`src/rtl/lsu_byteser.sv`:
```
// Byte-serial load/store unit.
// Runs one decoded load or store over an 8-bit request/acknowledge bus.
// Bytes go out little-endian, one byte per acknowledge.
// A load returns its value sign- or zero-extended.
// Every output is registered. Each output is computed from the next-state
// values, so a new value shows up in the same cycle as the FSM state it belongs to.
module lsu_byteser #(
  parameter int ADDR_W  = 32,
  parameter int ACK_TMO = 255
) (
  input  logic              i_clk,
  input  logic              i_rst,
  input  logic              i_start,
  input  logic [2:0]        i_insize,
  input  logic              i_insign,
  input  logic [2:0]        i_outsize,
  input  logic [ADDR_W-1:0] i_addr,
  input  logic [31:0]       i_wdata,
  output logic              o_busy,
  output logic              o_done,
  output logic              o_err,
  output logic [31:0]       o_rdata,
  output logic              o_bus_req,
  output logic              o_bus_we,
  output logic [ADDR_W-1:0] o_bus_addr,
  output logic [7:0]        o_bus_wdata,
  input  logic [7:0]        i_bus_rdata,
  input  logic              i_bus_ack
);

  localparam int CNT_W = (ACK_TMO < 2) ? 1 : $clog2(ACK_TMO + 1);
  localparam logic [CNT_W-1:0] TMO_LAST = CNT_W'(ACK_TMO - 1);

  typedef enum logic [1:0] {
    ST_IDLE = 2'd0,
    ST_BUS  = 2'd1,
    ST_FIN  = 2'd2
  } state_t;

  // Only 0, 1, 2 and 4 are meaningful transfer sizes.
  function automatic logic size_bad(input logic [2:0] sz);
    case (sz)
      3'd0, 3'd1, 3'd2, 3'd4: size_bad = 1'b0;
      default:                size_bad = 1'b1;
    endcase
  endfunction

  // Natural alignment: halfwords need an even address, words need a multiple of 4.
  function automatic logic misaligned(input logic [2:0] sz, input logic [1:0] lo);
    case (sz)
      3'd2:    misaligned = lo[0];
      3'd4:    misaligned = (lo != 2'd0);
      default: misaligned = 1'b0;
    endcase
  endfunction

  // Sign or zero extension of the assembled load bytes. A word is returned unchanged.
  function automatic logic [31:0] extend_load(input logic [31:0] b, input logic [2:0] sz,
                                              input logic s);
    case (sz)
      3'd1:    extend_load = {{24{s & b[7]}}, b[7:0]};
      3'd2:    extend_load = {{16{s & b[15]}}, b[15:0]};
      default: extend_load = b;
    endcase
  endfunction

  state_t              state_r, state_s;
  logic [1:0]          idx_r, idx_s;
  logic [CNT_W-1:0]    cnt_r, cnt_s;
  logic [ADDR_W-1:0]   base_r, base_s;
  logic [31:0]         wdata_r, wdata_s;
  logic [2:0]          size_r, size_s;
  logic                we_r, we_s;
  logic                sign_r, sign_s;
  logic [31:0]         rbuf_r, rbuf_s;
  logic                err_s;
  logic [31:0]         rdata_s;
  logic [2:0]          req_size_s;

  // Picks the request size, the FSM next state, the byte-index and timeout counters,
  // and the value o_rdata will take next.
  always_comb begin
    state_s    = state_r;
    idx_s      = idx_r;
    cnt_s      = cnt_r;
    base_s     = base_r;
    wdata_s    = wdata_r;
    size_s     = size_r;
    we_s       = we_r;
    sign_s     = sign_r;
    rbuf_s     = rbuf_r;
    err_s      = o_err;
    rdata_s    = o_rdata;
    req_size_s = (i_insize != 3'd0) ? i_insize : i_outsize;

    case (state_r)
      ST_IDLE: begin
        if (i_start) begin
          base_s  = i_addr;
          wdata_s = i_wdata;
          size_s  = req_size_s;
          we_s    = (i_outsize != 3'd0);
          sign_s  = i_insign;
          idx_s   = 2'd0;
          cnt_s   = '0;
          rbuf_s  = 32'd0;
          if (size_bad(i_insize) || size_bad(i_outsize) ||
              ((i_insize != 3'd0) && (i_outsize != 3'd0)) ||
              misaligned(req_size_s, i_addr[1:0])) begin
            state_s = ST_FIN;
            err_s   = 1'b1;
          end else if (req_size_s == 3'd0) begin
            state_s = ST_FIN;
            err_s   = 1'b0;
          end else begin
            state_s = ST_BUS;
            err_s   = 1'b0;
          end
        end else begin
          state_s = ST_IDLE;
        end
      end

      ST_BUS: begin
        if (i_bus_ack) begin
          cnt_s = '0;
          if (!we_r) begin
            rbuf_s[{idx_r, 3'b000} +: 8] = i_bus_rdata;
          end else begin
            rbuf_s = rbuf_r;
          end
          if ({1'b0, idx_r} == (size_r - 3'd1)) begin
            state_s = ST_FIN;
            err_s   = 1'b0;
            if (!we_r) begin
              rdata_s = extend_load(rbuf_s, size_r, sign_r);
            end else begin
              rdata_s = o_rdata;
            end
          end else begin
            idx_s = idx_r + 2'd1;
          end
        end else if ((ACK_TMO != 0) && (cnt_r == TMO_LAST)) begin
          state_s = ST_FIN;
          err_s   = 1'b1;
        end else if (ACK_TMO != 0) begin
          cnt_s = cnt_r + CNT_W'(1);
        end else begin
          cnt_s = cnt_r;
        end
      end

      ST_FIN: begin
        state_s = ST_IDLE;
      end

      default: begin
        state_s = ST_IDLE;
      end
    endcase
  end

  // Holds the FSM state and the access parameters latched when the access starts.
  always_ff @(posedge i_clk or posedge i_rst) begin
    if (i_rst) begin
      state_r <= ST_IDLE;
      idx_r   <= 2'd0;
      cnt_r   <= '0;
      base_r  <= '0;
      wdata_r <= 32'd0;
      size_r  <= 3'd0;
      we_r    <= 1'b0;
      sign_r  <= 1'b0;
      rbuf_r  <= 32'd0;
    end else begin
      state_r <= state_s;
      idx_r   <= idx_s;
      cnt_r   <= cnt_s;
      base_r  <= base_s;
      wdata_r <= wdata_s;
      size_r  <= size_s;
      we_r    <= we_s;
      sign_r  <= sign_s;
      rbuf_r  <= rbuf_s;
    end
  end

  // Output registers follow the next state, so bus signals line up with the BUS state.
  always_ff @(posedge i_clk or posedge i_rst) begin
    if (i_rst) begin
      o_busy      <= 1'b0;
      o_done      <= 1'b0;
      o_err       <= 1'b0;
      o_rdata     <= 32'd0;
      o_bus_req   <= 1'b0;
      o_bus_we    <= 1'b0;
      o_bus_addr  <= '0;
      o_bus_wdata <= 8'd0;
    end else begin
      o_busy      <= (state_s != ST_IDLE);
      o_done      <= (state_s == ST_FIN);
      o_err       <= err_s;
      o_rdata     <= rdata_s;
      o_bus_req   <= (state_s == ST_BUS);
      o_bus_we    <= (state_s == ST_BUS) & we_s;
      o_bus_addr  <= base_s + ADDR_W'(idx_s);
      o_bus_wdata <= wdata_s[{idx_s, 3'b000} +: 8];
    end
  end

endmodule
```
`config.mk`:
```
export PLATFORM = sky130hd
export DESIGN_NAME = lsu_byteser
export DESIGN_NICKNAME = d
export VERILOG_FILES = /design/src/rtl/lsu_byteser.sv
export SDC_FILE = /design/constraint.sdc
export NUM_CORES = 1
export LEC_CHECK = 0
export BUFFER_PORTS_ARGS = -buffer_cell sky130_fd_sc_hd__buf_4
export CORE_ASPECT_RATIO = 0.6
export CORE_UTILIZATION = 30
export CTS_BUF_LIST = sky130_fd_sc_hd__clkbuf_16
export CTS_CLUSTER_SIZE = 28
export DETAILED_ROUTE_END_ITERATION = 8
export HOLD_SLACK_MARGIN = 0.1
export PLACE_DENSITY = 0.53
export SLEW_MARGIN = 25
export SYNTH_ARGS = -nofsm -noshare
export SYNTH_HDL_FRONTEND = slang
export SYNTH_SLANG_ARGS = --single-unit
```
`constraint.sdc`:
```
create_clock -name i_clk -period 7.1 [get_ports i_clk]
set_clock_uncertainty 0.15 [all_clocks]
set_input_delay 1.42 -clock i_clk [delete_from_list [all_inputs] [get_ports i_clk]]
set_output_delay 1.42 -clock i_clk [all_outputs]
set_load 0.01 [all_outputs]
```
== Yosys cells after proc, flatten, opt, wreduce, memory -nomap -nowiden ==
Cells that the tools add are included.
W data, S select, Z words.

* Add/sub/neg operators: 5
* Eq/ne operators: 20
* Shifts and indexed selects: 3
* Multiplexer cells: 45
* Bitwise gates (word level): 4
* Reductions and logical operators: 20

{| class="wikitable"
|+ Operators by type and width
! operator !! number
|-
| $mux W32 || 9
|-
| $pmux W32 S2 || 2
|-
| $add A32 B2 Y32 || 1
|-
| $bwmux W32 || 1
|-
| $shift A8 B7 Y32 const A || 1
|-
| $shiftx A32 B6 Y8 || 1
|-
| $shiftx A8 B7 Y32 || 1
|-
| $mux W8 || 3
|-
| $mux W2 || 9
|-
| $pmux W8 S2 || 1
|-
| $mux W1 || 15
|-
| $eq A3 B2 Y1 const B || 4
|-
| $eq A3 B1 Y1 const B || 3
|-
| $eq A3 B3 Y1 const B || 3
|-
| $logic_not A3 Y1 || 3
|-
| $ne A3 B3 Y1 const B || 3
|-
| $add A8 B1 Y8 const B || 1
|-
| $eq A8 B8 Y1 const B || 1
|-
| $pmux W2 S2 || 2
|-
| $reduce_and A4 Y1 || 2
|-
| $reduce_or A4 Y1 || 2
|-
| $neg A5 Y7 || 1
|-
| $reduce_and A3 Y1 || 2
|-
| $reduce_bool A2 Y1 || 3
|-
| other kinds (15) || 23
|}

* Register bits: 190
* Logic and storage cells: 114

== Longest topological paths before layout ==
Gate-level depths: netlist of run 1.

* Word-level depth: 13
* Gate-level depth with buffers: 15

== Least setup slack after synthesis of run 1 ==
Ideal clock, no wire load.

* Kind: input port to flip-flop
* Start: input i_start
* End: register o_bus_addr[26]
* Setup time: 125 ps
* Arrival time: 3853 ps
* Setup slack: 2972 ps
* Stages: 14
* Path through: or3b_1 -> buf_2 -> clkbuf_1 -> clkbuf_1 -> clkbuf_1 -> nand2_1 -> nand2_1 -> ha_1 -> fa_1 -> and2_1 -> buf_2 -> nand3_1 -> nor2_1 -> xor2_1

* Cells in the longest elaborated chain, start to end: 3
* Elaborated cells between the ends (all ways): 5

{| class="wikitable"
|+ Ends and longest elaborated chain
! element !! line !! RTL
|-
| from (decl) || 13 || <nowiki>input logic i_start,</nowiki>
|-
| $mux W32 || 98 || <nowiki>if (i_start) begin</nowiki>
|-
| $mux W32 || 96 || <nowiki>case (state_r)</nowiki>
|-
| named net base_s[0] || 70 || <nowiki>logic [ADDR_W-1:0] base_r, base_s;</nowiki>
|-
| $add A32 B2 Y32 || 206 || <nowiki>o_bus_addr <= base_s + ADDR_W'(idx_s);</nowiki>
|-
| to (signal assigned) || 206 ||
|-
| to (decl) || 25 || <nowiki>output logic [ADDR_W-1:0] o_bus_addr,</nowiki>
|}

The timed path passes the listed nets, and every way through them passes these cells.
A chain may end at the register's enable or synchronous reset.

== Worst setup path after layout of run 1 ==
* Start: input i_start
* End: register o_bus_addr[31]

* Cells in the longest elaborated chain, start to end: 3
* Elaborated cells between the ends (all ways): 5

{| class="wikitable"
|+ Ends and longest elaborated chain
! element !! line !! RTL
|-
| $mux W2 || 98 ||
|-
| $pmux W2 S2 || 96 ||
|-
| named net idx_s[1] || 68 || <nowiki>logic [1:0] idx_r, idx_s;</nowiki>
|-
| $add A32 B2 Y32 || 206 ||
|}

The timed path passes the listed nets, and every way through them passes these cells.

==> results of run 1 <==
==> sequential cells by signal (all words and copies together), names as in the netlist, 3 cells and up <==
register / flops
size_r: 3
wdata_r: 32
cnt_r: 8
o_rdata: 32
base_r: 32
o_bus_addr: 32
rbuf_r: 32
o_bus_wdata: 8
==> cells in the mapped netlist (all sizes together) (12+ instances only) <==
master / n / share of area
a22oi: 34 / 0.030
o21ai: 22 / 0.014
nor2: 72 / 0.032
ha: 12 / 0.018
clkbuf: 23 / 0.010
xor2: 25 / 0.026
a21oi: 23 / 0.013
nand3: 23 / 0.013
mux2i: 32 / 0.037
o22a: 24 / 0.025
a22o: 26 / 0.027
inv: 20 / 0.0088
buf: 15 / 0.011
dfrtp: 190 / 0.56
nand2: 196 / 0.086
xnor2: 14 / 0.014
==> report_power, final <==
group | switching, mW | internal (mW) | leakage (nW)
Clock | 0.426 | 0.439 | 0.254
Sequential | 0.236 | 1.49 | 2.42
Combinational | 0.878 | 0.660 | 2.53
==> worst paths after layout <==
path	start	to	slack, ps	cells after the start
setup / recovery	i_start	o_bus_addr[31]	2440	12
hold / removal	wdata_r[30]	wdata_r[30]	320	2
setup reg to reg	idx_r[0]	o_bus_addr[31]	2930	12
hold reg to reg	wdata_r[30]	wdata_r[30]	320	2
max in group asynchronous	i_rst	cnt_r[4]	4440	4
min in group asynchronous	i_rst	o_rdata[30]	860	2
==> logic make-up after synthesis <==
group | after synthesis
flip-flops | 190
adder cells (fa/ha/maj) | 14
AO/OA/AOI/OAI | 154
buffers and inverters | 58
multiplexers | 33
XOR/XNOR | 39
AND/OR/NAND/NOR | 350
==> area by class of cell <==
class	instances	area, um2	area share
Clock buffer	17	425	0.0400
Clock inverter	14	82.6	0.00777
Inverter	20	82.6	0.00777
Multi-Input combinational cell	590	3550	0.334
Sequential cell	190	4750	0.447
Tap cell	367	459	0.0432
Timing Repair Buffer	167	1270	0.120
==> per-stage QoR <==
stage,hold WS [ps],worst slack (ps),cell area (um2)
5_1_grt,346,2120,10600
3_3_place_gp,303,1950,10100
2_1_floorplan,288,360,8540
6_report,321,2440,10600
4_1_cts,325,2350,10600
3_5_place_dp,307,1880,10100
==> cells in the final DEF, fill, tap and decap left out, drive strengths merged, types with 7 or more instances in the layout <==
master / Yosys / final
a21oi: 23 / 23
a22o: 26 / 26
a22oi: 34 / 34
and2: 7 / 7
and3: 8 / 8
buf: 15 / 167
clkbuf: 23 / 17
clkinv: 0 / 7
dfrtp: 190 / 190
ha: 12 / 12
inv: 20 / 24
mux2i: 32 / 32
nand2: 196 / 196
nand2b: 7 / 7
nand3: 23 / 23
nand4: 8 / 8
nor2: 72 / 72
nor3: 8 / 8
o21ai: 22 / 22
o22a: 24 / 24
xnor2: 14 / 14
xor2: 25 / 25
==> routing by layer <==
metal / share of wire / GRT usage
met5: 0 / 0
met2: 0.40 / 0.223
met3: 0.066 / 0.0556
met1: 0.53 / 0.271
met4: 0.0075 / 0.0372
==> worst max-delay path: cells and delay by family <==
kind	cells	cell delay (ps)
AO/OA/AOI/OAI	2	750
adder cells (fa/ha/maj)	1	320
buffers and inverters	3	580
AND/OR/NAND/NOR	5	1610
XOR/XNOR	1	160
==> run metrics, run 1 <==
ports placed on the boundary=160; data arrival time of the worst path=about 4900 ps; complex-gate fraction of the synthesized area=0.134; wire length of the first global-routing pass=between 30000 and 40000 um; Remaining DRCs=14; number of standard cells in the final layout excluding fillers=approximately 1400; post-cts gate resize count=0; height of the die=about 130 um; Clock Sink Count=190; CTS root buf=sky130_fd_sc_hd__clkbuf_16; post-layout power=slightly above 4 mW; starting density of the core=0.308; first drt pass iteration count=7; maximum count of clock buffers along a single path=2; number of enable-type register cells in the synthesized netlist=0; Overall Global Routing Usage=0.172; Final Core Density=0.383; CTS Hold Bufs=0; WL final=between 20000 and 25000 um; number of distinct library cells after synthesis=56; cell leakage power=5.21 nW; overall die area=0.0292 mm2; simple logic cell fraction of the synthesized area=0.180; VDD IR-drop max=about 0.17 mV; share of synthesized flip-flops with an asynchronous set or reset=1.00; sequence of cells on the critical path=buf_4, or3b_2, buf_4, nand2_1, o221a_2, inv_1, ha_1, a21oi_1, nor2b_1, nand3_1, nor3_1, xor2_1; core footprint=about 0.028 mm2; setup-violating endpoint count in the final report=0; share of the yosys chip area belonging to registers=0.557; maximum clock frequency=around 210 MHz; share of the clock period used by the worst path=0.656; detailed-route vias per instance=about 4.9; Synthesis Warnings=0; via count of the first global-routing pass=approximately 6500; total CTS buffers=17; number of placed cells counting well taps=approximately 1300; Vias=6641; post-synthesis to final-layout area growth=24.5%; H-tree Lvls=4; synthesized flop and latch total=between 150 and 200; largest net degree at the start of global routing=~130; final-layout fill cell count=2825; fraction of final layout cells sized beyond drive strength 1=0.205; x dimension of the die=roughly 220 um; Routability Congestion=between 0.8 and 0.9; element type at the critical path end=flip-flop; Detail Placement HPWL=17000 um; TritonCTS clock tree=built; count of port buffers added during placement=approximately 160; mux contribution to synthesized area=0.0388; launching element type of the critical path=input pin; CP Max Fanout=30; number of standard cells after synthesis=between 800 and 900; number of hold violations in the final report=0; number of routed nets with antenna violations=0; number of core rows=47; post-route setup TNS=0 ps; clock period minus final worst setup slack=roughly 4700 ps; CP Data Required Time=7310 ps; Post-layout nets=1082; arithmetic-cell share of the synthesized area counting full adders, half adders and majority gates=0.0211; dominant register cell in the synthesized netlist=sky130_fd_sc_hd__dfrtp_1; Slew Limit Fails=0; syn_nets=between 900 and 1000; status=complete, but fails checks; kind of critical path=in -> reg; violated checks=DRC; largest family of logic cells by synthesized area=simple AND/OR/NAND/NOR gates; initial antenna violation count=0; Power per Cell Area=a little under 400 mW/mm2; total congestion overflow after global routing=0; worst rel slew slack=0.359; clock insertion delay at the later pin of the skew report=~440 ps; max-cap violation count=0; clock transition at the registers of the reported paths=roughly 70 ps; number of DRC markers after the initial detailed-route iteration=592; maximum single-stage delay on the critical path=~630 ps; Hold WC Path Type=reg -> reg; Avg WL per Cell=17.6 um; post-CTS setup-driven buffer insertion count=0; post-synthesis share of cell area spent on xor and xnor gates=0.0400; setup repair after global routing missed its margin=no; slowest cell on the critical path=sky130_fd_sc_hd__o221a_2; count of antenna diodes in the layout=0; mean cell area of the mapped netlist=between 10 and 15 um2; transition time at the pin with the least slew margin=~950 ps; CP most frequent cell=sky130_fd_sc_hd__buf_4; Cell Area, Synth=around 0.0085 mm2
Power figures use the tool's default switching activity.
==> inputs of run 2 (changes only) <==
==> constraint.sdc (replaced) <==
create_clock -name i_clk -period 4.5 [get_ports i_clk]
set_clock_uncertainty 0.15 [all_clocks]
set_input_delay 0.9 -clock i_clk [delete_from_list [all_inputs] [get_ports i_clk]]
set_output_delay 0.9 -clock i_clk [all_outputs]
set_load 0.01 [all_outputs]
==> run 2 against run 1 <==
  * Count of clock-buffer cells in the layout unchanged
  * Worst setup slack worse by 1500 ps
  * Clock power up 73%
  * The flow still finishes with violations (DRC)
  * Largest power group unchanged
  * Register-to-register slack worse by 2000 ps
  * Die area unchanged
  * Flip-flop and latch count unchanged
  * Hold slack better by 1.4 ps
==> run metrics, run 2 (synthesis results as in run 1) <==
status=complete, but fails checks; violated checks=DRC; maximum count of clock buffers along a single path=2; starting density of the core=0.308; CP Max Fanout=14; kind of critical path=reg -> reg; Hold WC Path Type=reg -> reg; CP Data Required Time=around 4700 ps; slack of the critical path=918 ps; Overall Global Routing Usage=0.168; final-layout fill cell count=~2800; initial antenna violation count=0; first drt pass iteration count=7; Place WS=460 ps; Routability Congestion=around 0.83; via count of the first global-routing pass=~6600; Remaining DRCs=12; count of port buffers added during placement=between 150 and 200; data arrival time of the worst path=between 3000 and 4000 ps; Clock Sink Count=190; launching element type of the critical path=flip-flop; post-CTS setup-driven buffer insertion count=0; sequential cell area=between 0.004 and 0.005 mm2; CTS Hold Bufs=0; number of core rows=47; post-cts gate resize count=0; fraction of final layout cells sized beyond drive strength 1=0.212; cell area after placement=0.0102 mm2; cell leakage power=5.25 nW; clock period minus final worst setup slack=~3600 ps; maximum clock frequency=279 MHz; area taken by multi-input logic gates=0.00355 mm2; number of routed nets with antenna violations=0; Finished Cell Area=between 0.01 and 0.015 mm2; WL final=between 20000 and 25000 um; post-synthesis to final-layout area growth=26.0%; wire length of the first global-routing pass=between 30000 and 40000 um; number of hold violations in the final report=0; clock transition at the registers of the reported paths=approximately 70 ps; Avg WL per Cell=17.4 um; number of DRC markers after the initial detailed-route iteration=between 500 and 600; total congestion overflow after global routing=0; worst rel slew slack=0.372; transition time at the pin with the least slew margin=approximately 940 ps; max-cap violation count=0; TritonCTS clock tree=built; Post-layout nets=between 1000 and 1500; overall die area=just under 0.03 mm2; height of the die=133 um; x dimension of the die=220 um; clock insertion delay at the later pin of the skew report=440 ps; post-route setup TNS=0 ps; ports placed on the boundary=160; largest net degree at the start of global routing=67; Slew Limit Fails=0; Power per Cell Area=618 mW/mm2; setup repair after global routing missed its margin=no; total CTS buffers=17; final-layout worst hold slack=between 300 and 400 ps; core footprint=0.0278 mm2; element type at the critical path end=flip-flop; CTS root buf=sky130_fd_sc_hd__clkbuf_16; Detail Placement HPWL=between 15000 and 20000 um; H-tree Lvls=4; count of antenna diodes in the layout=0; Vias=~6600; share of the clock period used by the worst path=0.796; post-layout power=about 6.6 mW; VDD IR-drop max=0.217 mV; detailed-route vias per instance=4.84; most common cell after layout, fill and taps aside=sky130_fd_sc_hd__nand2_1; leading cell types in the layout, fill and taps excluded=sky130_fd_sc_hd__nand2_1, sky130_fd_sc_hd__dfrtp_1, sky130_fd_sc_hd__buf_4; setup-violating endpoint count in the final report=0
-- run 2: cell types whose count changed in the layout (fill, tap and decap cells not counted), sizes merged --
cell,delta
buf,+5
bufinv,+2
clkinv,-1
clkinvlp,+2
inv,-2
-- run 2: per-stage QoR --
step / instances / util
after floorplan: 838 / -
after global placement: 1338 / 0.366
after detailed placement: 1339 / 0.367
after CTS: 1371 / 0.388
after global routing: 1371 / 0.388
final: 1371 / 0.388
-- run 2: routing by layer --
layer | up-vias | wire length (um) | global-route usage | share of wire
li1 | 3209 | - | - | -
met1 | 3254 | 12500 | 0.263 | 0.53
met2 | 163 | 9570 | 0.222 | 0.40
met3 | 16 | 1460 | 0.0460 | 0.061
met4 | 0 | 248 | 0.0437 | 0.010
met5 | - | 0 | 0 | 0
-- run 2: final cells by class --
cell class / count / share of cell area
multi-input combinational: 590 / 0.330
tap: 367 / 0.0427
clock buffer: 17 / 0.0395
clock inverter: 15 / 0.0136
timing repair buffer: 172 / 0.125
inverter: 20 / 0.00733
sequential: 190 / 0.442
-- run 2: critical path, stage by stage (launching register included) --
cell,delay [ps]
sky130_fd_sc_hd__dfrtp_1,670
sky130_fd_sc_hd__inv_1,170
sky130_fd_sc_hd__ha_1,410
sky130_fd_sc_hd__and2_1,190
sky130_fd_sc_hd__a21oi_1,150
sky130_fd_sc_hd__o221a_2,220
sky130_fd_sc_hd__inv_1,80
sky130_fd_sc_hd__ha_1,270
sky130_fd_sc_hd__a21oi_1,130
sky130_fd_sc_hd__nor2b_1,350
sky130_fd_sc_hd__nand3_1,310
sky130_fd_sc_hd__nor3_1,250
sky130_fd_sc_hd__xor2_1,160
-- run 2: final timing paths --
path                                  start              to  slack, ps  cells after the start
max in group asynchronous             i_rst      base_r[15]       2900                      4
worst min-delay path            wdata_r[29]     wdata_r[29]        320                      2
worst max register to register     idx_r[0]  o_bus_addr[31]        920                     12
min in group asynchronous             i_rst  o_bus_wdata[4]        370                      2
worst min register to register  wdata_r[29]     wdata_r[29]        320                      2
worst max-delay path               idx_r[0]  o_bus_addr[31]        920                     12
-- run 2: report_power, final --
| part | leakage, nW | switching (mW) | total, mW | internal (mW) |
|---|---|---|---|---|
| Clock | 0.272 | 0.687 | 1.50 | 0.815 |
| Combinational | 2.56 | 1.38 | 2.43 | 1.05 |
| Sequential | 2.42 | 0.366 | 2.71 | 2.35 |
==> inputs of run 3 (changes only) <==
--- a/config.mk
+++ b/config.mk
@@ -12,7 +12,7 @@
 export CTS_CLUSTER_SIZE = 28
 export DETAILED_ROUTE_END_ITERATION = 8
 export HOLD_SLACK_MARGIN = 0.1
-export PLACE_DENSITY = 0.53
+export PLACE_DENSITY = 0.55
 export SLEW_MARGIN = 25
 export SYNTH_ARGS = -nofsm -noshare
 export SYNTH_HDL_FRONTEND = slang
==> constraint.sdc (replaced) <==
create_clock -name i_clk -period 3 [get_ports i_clk]
set_clock_uncertainty 0.15 [all_clocks]
set_input_delay 0.6 -clock i_clk [delete_from_list [all_inputs] [get_ports i_clk]]
set_output_delay 0.6 -clock i_clk [all_outputs]
set_load 0.01 [all_outputs]
==> run 3 against run 2 <==
  * The run still ends with DRC left
  * Power rose by 55%
  * Die area did not move
  * Hold slack got worse by 200 ps
  * Via count rose by 2.1%
  * Sequential share of layout area fell by 1.7 points
==> run metrics, run 3 (synthesis results as in run 1) <==
clock insertion delay at the later pin of the skew report=about 450 ps; CP Max Fanout=5; ports placed on the boundary=160; post-route setup TNS=0 ps; element type at the critical path end=flip-flop; Slew Limit Fails=0; launching element type of the critical path=flip-flop; maximum count of clock buffers along a single path=2; max-cap violation count=0; Critical path destination=o_bus_addr[28]; setup-violating endpoint count in the final report=0; CTS root buf=sky130_fd_sc_hd__clkbuf_16; count of antenna diodes in the layout=0; cell leakage power=around 5.5 nW; post-synthesis to final-layout area growth=30.9%; final-layout worst hold slack=roughly 120 ps; VDD IR-drop max=around 0.50 mV; height of the die=roughly 130 um; number of placed cells counting well taps=about 1400; status=complete, but fails checks; x dimension of the die=220 um; H-tree Lvls=4; fraction of final layout cells sized beyond drive strength 1=0.260; Critical R2R Capture=o_bus_addr[28]; leading cell types in the layout, fill and taps excluded=sky130_fd_sc_hd__buf_4, sky130_fd_sc_hd__nand2_1, sky130_fd_sc_hd__dfrtp_1; via count of the first global-routing pass=6731; post-CTS setup-driven buffer insertion count=0; Routability Congestion=0.840; Avg WL per Cell=roughly 17 um; Hold WC Path Type=in -> async; largest net degree at the start of global routing=just over 40; Place WS=-96.7 ps; Post-layout nets=1129; transition time at the pin with the least slew margin=730 ps; initial antenna violation count=0; kind of critical path=reg -> reg; Clock Sink Count=190; Detail Placement HPWL=17500 um; number of hold violations in the final report=0; overall die area=0.0292 mm2; starting density of the core=0.308; total congestion overflow after global routing=0; share of the clock period used by the worst path=0.936; maximum clock frequency=356 MHz; detailed-route vias per instance=around 4.8; Worst Reg2Reg Path Length in Cells=12; cell area after placement=about 0.011 mm2; Vias=just under 7000; WL final=23900 um; Final Core Density=0.403; most common cell after layout, fill and taps aside=sky130_fd_sc_hd__buf_4; number of standard cells in the final layout excluding fillers=1412; wire length of the first global-routing pass=38300 um; Finished Cell Area=approximately 0.011 mm2; number of DRC markers after the initial detailed-route iteration=a little over 500; number of routed nets with antenna violations=0; TritonCTS clock tree=built; data arrival time of the worst path=3020 ps; final-layout fill cell count=around 2700; first drt pass iteration count=7; core footprint=about 0.028 mm2; clock transition at the registers of the reported paths=70 ps; clock period minus final worst setup slack=2810 ps; Overall Global Routing Usage=0.172; Remaining DRCs=10; slack of the critical path=just under 200 ps; worst rel slew slack=0.512; post-layout power=10.3 mW; violated checks=DRC; number of core rows=between 40 and 50; setup slack on the worst flop-to-flop path=190 ps; reg-to-reg startpoint=size_r[1]; count of port buffers added during placement=between 150 and 200; CP Data Required Time=between 3000 and 4000 ps; Crit. Startpoint=size_r[1]; Power per Cell Area=between 900 and 1000 mW/mm2; total CTS buffers=17
==> run 3: cell types whose count changed in the layout (fill, tap and decap cells not counted), moves of 2 or more <==
cell,change
sky130_fd_sc_hd__buf_4,+42
sky130_fd_sc_hd__nor3_1,-3
sky130_fd_sc_hd__nor3_2,+3
sky130_fd_sc_hd__a21oi_1,-2
sky130_fd_sc_hd__clkinv_2,-2
sky130_fd_sc_hd__clkinvlp_4,-2
sky130_fd_sc_hd__nand3_1,-2
==> run 3: layer usage <==
layer  GRT usage  vias to the layer above  share of wire
met5           0                        -              0
met4      0.0467                        0         0.0093
met1       0.271                     3326           0.52
met3      0.0467                       18          0.058
met2       0.226                      156           0.41
li1            -                     3283              -
==> run 3: final cells by class <==
| class | count | area [um2] | area share |
|---|---|---|---|
| sequential | 190 | 4750 | 0.425 |
| clock inverter | 14 | 145 | 0.0130 |
| inverter | 20 | 78.8 | 0.00705 |
| tap | 367 | 459 | 0.0411 |
| timing repair buffer | 214 | 1660 | 0.148 |
| multi-input combinational | 590 | 3660 | 0.327 |
| clock buffer | 17 | 425 | 0.0380 |
==> run 3: worst min path at each step <==
stage                      from           to  slack (ps)  depth (start not counted)
finish                    i_rst  wdata_r[20]         120                          2
global route              i_rst  wdata_r[20]         140                          2
CTS                       i_rst  wdata_r[20]         110                          2
detailed placement  wdata_r[26]  wdata_r[26]         310                          2
global placement     wdata_r[2]   wdata_r[2]         300                          2
floorplan                sign_r       sign_r         290                          2
==> run 3: timing repair <==
action                                  in CTS  in global routing
endpoints found under the setup margin       2                 17
resized for setup                            1                 22
hold endpoints to repair                     0                  0
pin swaps                                    0                  5
hold buffers                                 0                  0
==> run 3: worst max-delay path, stage by stage, from the launching register on <==
cell                      delay (ps)
sky130_fd_sc_hd__dfrtp_1         360
sky130_fd_sc_hd__inv_1            70
sky130_fd_sc_hd__ha_1            320
sky130_fd_sc_hd__xnor2_2         180
sky130_fd_sc_hd__o31ai_4         300
sky130_fd_sc_hd__nand3_1         160
sky130_fd_sc_hd__o21ai_2         110
sky130_fd_sc_hd__ha_2            210
sky130_fd_sc_hd__fa_2            220
sky130_fd_sc_hd__and2_4          180
sky130_fd_sc_hd__nand3_2         150
sky130_fd_sc_hd__nor2_2          150
sky130_fd_sc_hd__xor2_1          170
==> run 3: where the power goes <==
group | internal (mW) | switching (mW)
Sequential | 3.52 | 0.530
Clock | 1.22 | 1.04
Combinational | 1.82 | 2.17
Total | 6.57 | 3.74
